`src/rtl/perf_monitor.sv`:
```
// perf_monitor: counts cycles, retired instructions (pc changes) and generic
// event strobes while the core runs, freezes once the core halts, and returns
// any counter through a registered read-select port.

// One saturating counter with a sticky overflow flag.
module perf_sat_cnt #(
    parameter int CNT_WIDTH = 32
) (
    input  logic                 clk,
    input  logic                 reset,
    input  logic                 clear,
    input  logic                 inc,
    output logic [CNT_WIDTH-1:0] cnt,
    output logic                 ovf
);
    logic [CNT_WIDTH-1:0] cnt_q, cnt_d;
    logic                 ovf_q, ovf_d;

    // Next value: clear wins; an increment at all-ones holds and flags overflow.
    always_comb begin
        cnt_d = cnt_q;
        ovf_d = ovf_q;
        if (clear) begin
            cnt_d = '0;
            ovf_d = 1'b0;
        end else if (inc) begin
            if (&cnt_q) ovf_d = 1'b1;
            else        cnt_d = cnt_q + 1'b1;
        end
    end

    // Counter and flag registers.
    always_ff @(posedge clk or negedge reset) begin
        if (!reset) begin
            cnt_q <= '0;
            ovf_q <= 1'b0;
        end else begin
            cnt_q <= cnt_d;
            ovf_q <= ovf_d;
        end
    end

    assign cnt = cnt_q;
    assign ovf = ovf_q;
endmodule

module perf_monitor #(
    parameter int  PC_WIDTH   = 10,
    parameter int  CNT_WIDTH  = 32,
    parameter int  NUM_EVENTS = 2,
    localparam int SEL_WIDTH  = $clog2(NUM_EVENTS + 2)
) (
    input  logic                    clk,
    input  logic                    reset,
    input  logic                    clear,
    input  logic                    enable,
    input  logic [PC_WIDTH-1:0]     pc,
    input  logic                    halted,
    input  logic [NUM_EVENTS-1:0]   event_in,
    input  logic [SEL_WIDTH-1:0]    rd_sel,
    output logic [CNT_WIDTH-1:0]    rd_data,
    output logic                    done,
    output logic [NUM_EVENTS+1:0]   overflow
);
    localparam int NUM_CNT = NUM_EVENTS + 2;

    typedef enum logic [1:0] {IDLE, RUN, DONE} state_t;

    state_t                             state_q, state_d;
    logic [PC_WIDTH-1:0]                last_pc_q, last_pc_d;
    logic                               pc_valid_q, pc_valid_d;
    logic [CNT_WIDTH-1:0]               rd_data_q, rd_data_d;
    logic                               count_en;
    logic                               retire;
    logic [NUM_CNT-1:0]                 inc_vec;
    logic [NUM_CNT-1:0][CNT_WIDTH-1:0]  cnt_all;
    logic [NUM_CNT-1:0]                 ovf_all;

    // A counting cycle is live (not DONE), enabled, not halting and not clearing.
    assign count_en = (state_q != DONE) && enable && !halted && !clear;
    // First counted cycle always retires; afterwards only a pc change does,
    // so pc motion during a pause is seen once on resume.
    assign retire   = !pc_valid_q || (pc != last_pc_q);

    assign inc_vec[0]           = count_en;
    assign inc_vec[1]           = count_en && retire;
    assign inc_vec[NUM_CNT-1:2] = event_in & {NUM_EVENTS{count_en}};

    // One saturating counter per index: cycles, instructions, then events.
    for (genvar i = 0; i < NUM_CNT; i++) begin : g_cnt
        perf_sat_cnt #(.CNT_WIDTH(CNT_WIDTH)) u_cnt (
            .clk   (clk),
            .reset (reset),
            .clear (clear),
            .inc   (inc_vec[i]),
            .cnt   (cnt_all[i]),
            .ovf   (ovf_all[i])
        );
    end

    // FSM next state; clear overrides halted/enable, DONE only leaves via clear.
    always_comb begin
        state_d = state_q;
        if (clear) begin
            state_d = IDLE;
        end else begin
            case (state_q)
                IDLE:    if (enable) state_d = halted ? DONE : RUN;
                RUN:     if (enable && halted) state_d = DONE;
                DONE:    state_d = DONE;
                default: state_d = IDLE;
            endcase
        end
    end

    // Last-pc tracking only advances on counting cycles.
    always_comb begin
        last_pc_d  = last_pc_q;
        pc_valid_d = pc_valid_q;
        if (clear) begin
            pc_valid_d = 1'b0;
        end else if (count_en) begin
            last_pc_d  = pc;
            pc_valid_d = 1'b1;
        end
    end

    // Read mux; indices beyond the last counter return zero.
    always_comb begin
        rd_data_d = '0;
        for (int i = 0; i < NUM_CNT; i++)
            if (rd_sel == SEL_WIDTH'(i)) rd_data_d = cnt_all[i];
    end

    // State, pc tracking and read-data registers.
    always_ff @(posedge clk or negedge reset) begin
        if (!reset) begin
            state_q    <= IDLE;
            last_pc_q  <= '0;
            pc_valid_q <= 1'b0;
            rd_data_q  <= '0;
        end else begin
            state_q    <= state_d;
            last_pc_q  <= last_pc_d;
            pc_valid_q <= pc_valid_d;
            rd_data_q  <= rd_data_d;
        end
    end

    assign rd_data  = rd_data_q;
    assign done     = (state_q == DONE);
    assign overflow = ovf_all;
endmodule

```
`config.mk`:
```
export PLATFORM = sky130hd
export DESIGN_NAME = perf_monitor
export DESIGN_NICKNAME = d
export VERILOG_FILES = /design/src/rtl/perf_monitor.sv
export SDC_FILE = /design/constraint.sdc
export NUM_CORES = 1
export LEC_CHECK = 0
export CAP_MARGIN = 20
export CORE_MARGIN = 3
export CORE_UTILIZATION = 59
export DETAILED_ROUTE_END_ITERATION = 8
export PLACE_DENSITY = 0.88
export SYNTH_ARGS = -nofsm -noshare
export SYNTH_HDL_FRONTEND = slang
export SYNTH_SLANG_ARGS = --single-unit
```
`constraint.sdc`:
```
create_clock -name clk -period 6.2 [get_ports clk]
set_input_delay 1.24 -clock clk [delete_from_list [all_inputs] [get_ports clk]]
set_output_delay 1.24 -clock clk [all_outputs]
set_load 0.03 [all_outputs]
```
==> out/results.tsv <==
metric	value	unit
status	complete, no violations	
dpl-instance-area	10390	µm²
grt_max_degree	80	
die_w	134.2	µm
start_util	60.56	%
htree_levels	4	
synthTopCellsByArea	dfrtp_1 (46%), mux4_2 (7.4%), a21oi_1 (4.0%)	
cts_buffers	17	
globalRouteOverflowTotal	0	
setup_viol	0	
ys_ff_latch	177	
placed_cells	1181	
first_iter_violations	1313	
wl_per_cell	21.78	µm
ctsResizeCount	0	
std_cell_rows	46	
grt_util_all_layers	30.01	%
slew_headroom	26.33	%
syn_area	9689	µm²
cts_root_buf	clkbuf_16	
rsz0062_at_grt	false	
critical_path_required	6.52	ns
final_nets	1013	
grt_pass1_wl	42.51	mm
syn_nets	980	
seq_area_frac_synth	45.71	%
first_pass_iters	7	
antenna_cells	0	
die_area	18000	µm²
powerDensity	230.1	nW/µm²
worstSetupStartpoint	enable	
skew	0.008662	ns
hp-class	reg -> reg	
clk_pin_slew	0.06	ns
ys_warn_count	0	
cellLeakagePower	0.004139	µW
gp_congestion	0.9206	
crit_fanout	13	
synth_top_area_share	45.71	%
clock_sinks	177	
insertion_delay	0.44	ns
pwr-share-seq	47.8	%
cts_tree	built	
instances_no_fill	1215	
hold_buffers	0	
period_share	58.89	%
synth_edf_count	0	
finalWirelength	26.46	mm
area_growth	13.59	%
cts_setup_buffers	0	
die_height	134.2	µm
cts_buffer_depth	2	
fmax	0.2739	GHz
p_int	1918	µW
hp-start	g_cnt[1].u_cnt.ovf	
tightest_slew	1.096	ns
yosys_most_used_dff	dfrtp_1	
io_buffers	55	
final_area	11010	µm²
via_per_inst	6.999	
crit_path_start_kind	input port	
fin_crit	3.651	ns
ir_drop	192.4	µV
antenna_found_initial	0	
holdWs	0.5184	ns
syn_inst	953	
maxCapViolCount	0	
synth-async-reset-ratio	100.0	%
drc_errors	0	
synth_top_cell_by_area	dfrtp_1	
num_vias	8504	
hold_viol_final	0	
ant_nets	0	
drive_above_1_share	13.31	%
slew_violations	0	
p_switching	613.5	µW
p_clk_share	43.1	%
switching_share	24.23	%
path_class	in -> reg	
tns	0	ns
hpwl	18.02	mm
arrival	3.97	ns
fp.coreArea	16000	µm²
first_global_vias	8016	
r2r_start	g_cnt[1].u_cnt.cnt[1]	
ios	56	
synth_area_per_cell	10.17	µm²
pwr-share-comb	9.0	%
synthDistinctLibCells	55	
critPathCaptureType	flop	
==> power groups by stage <==
stage	combinational (µW)	clock, µW	sequential (µW)
finish	229	1090	1210
global route	251	1150	1210
CTS	227	1100	1210
detailed placement	225	0	1230
global placement	218	0	1230
floorplan	142	0	1230
==> layout by cell type, fill, tap and decap left out, types with 5 or more instances in the layout <==
cell type and instances:
dfrtp_1 177, a21oi_1 78, nor2_1 72, clkdlybuf4s50_1 52, nand2_1 46, nand3_1 44, or3_1 43, o21ai_0 41
or4_1 40, nand4_1 36, o31ai_1 35, mux2_2 34, mux4_2 32, inv_1 26, nor2b_1 26, nor4_1 26
xnor2_1 21, clkbuf_16 17, buf_4 15, nor3_1 12, and3_1 11, and4_1 10, or2_2 9, xor2_1 8
ha_1 8, mux2i_1 6, a31oi_1 5, o311ai_0 5
==> per-layer routing <==
metal / global-route usage (%) / part of all wire [%] / wire length [µm] / vias to the layer above
li1: - / - / - / 3691
met1: 40.15 / 38 / 10050 / 4189
met2: 47.81 / 48 / 12570 / 535
met3: 7.164 / 11 / 2789 / 89
met4: 12.16 / 3.9 / 1045 / 0
met5: 0 / 0 / 0 / -
==> critical path, cell delays in order <==
cell and delay, ns:
clkdlybuf4s50_1 0.58, or3b_2 0.61, nor4_1 0.42, o31ai_1 0.15
buf_4 0.21, nor4b_1 0.37, mux2_2 0.39
==> registers in the layout, summed over array words and instances (netlist names) <==
name	count
pc_valid_q	1
state_q	2
g_cnt.u_cnt.cnt	128
last_pc_q	10
g_cnt.u_cnt.ovf	4
rd_data	32
==> path summary, 6_finish.rpt <==
check                                    endpoint  slack, ns  depth (start not counted)
setup / recovery           g_cnt[1].u_cnt.cnt[24]       2.55                          7
hold / removal                 g_cnt[1].u_cnt.ovf       0.52                          1
setup reg to reg            g_cnt[1].u_cnt.cnt[6]       2.91                          7
hold reg to reg                g_cnt[1].u_cnt.ovf       0.52                          1
max in group asynchronous  g_cnt[1].u_cnt.cnt[17]       4.15                          2
min in group asynchronous  g_cnt[0].u_cnt.cnt[24]       0.71                          1
==> area by class of cell <==
cell class / count / area, µm²
well taps: 216 / 270.3
clock buffers: 22 / 454.2
clock inverters: 10 / 135.1
multi-input cells: 694 / 4950
repair buffers: 70 / 669.4
fillers: 1171 / 4995
flip-flops and latches: 177 / 4429
inverters: 26 / 97.59
==> Yosys cell counts, drive strengths merged, types with 3 or more instances <==
library cell	instances
a21oi	78
a31oi	5
a2111oi	5
clkbuf	37
and4	10
or4	40
ha	8
buf	19
inv	26
o2111ai	4
o311ai	6
mux2	34
nand4	37
o41ai	4
or2	9
mux2i	6
o31ai	37
mux4	32
dfrtp	177
nor4	27
nor2b	26
xor2	8
o31a	3
nor2	72
and3	11
o21a	4
xnor2	21
nand2	46
or3	43
o21ai	41
nand3	44
nor3	14
==> kinds of logic after synthesis <==
kind of cell | share of synthesized area, %
muxes | 12.01
xor gates and xnor gates | 2.621
and+or+nand+nor | 22.47
buffers and inverters | 3.474
adders and majority gates | 1.033
AOI/OAI and AO/OA | 12.68
DFF | 45.71
==> through the flow <==
stage | util, % | worst slack (ns) | total power (µW)
floorplan | - | 3.037 | 1371
global placement | 64.93 | 2.339 | 1448
detailed placement | 64.93 | 2.192 | 1458
CTS | 68.61 | 2.608 | 2534
global route | 68.78 | 2.415 | 2618
finish | 68.78 | 2.549 | 2532
Note: power is estimated with default switching activity, not from simulation.
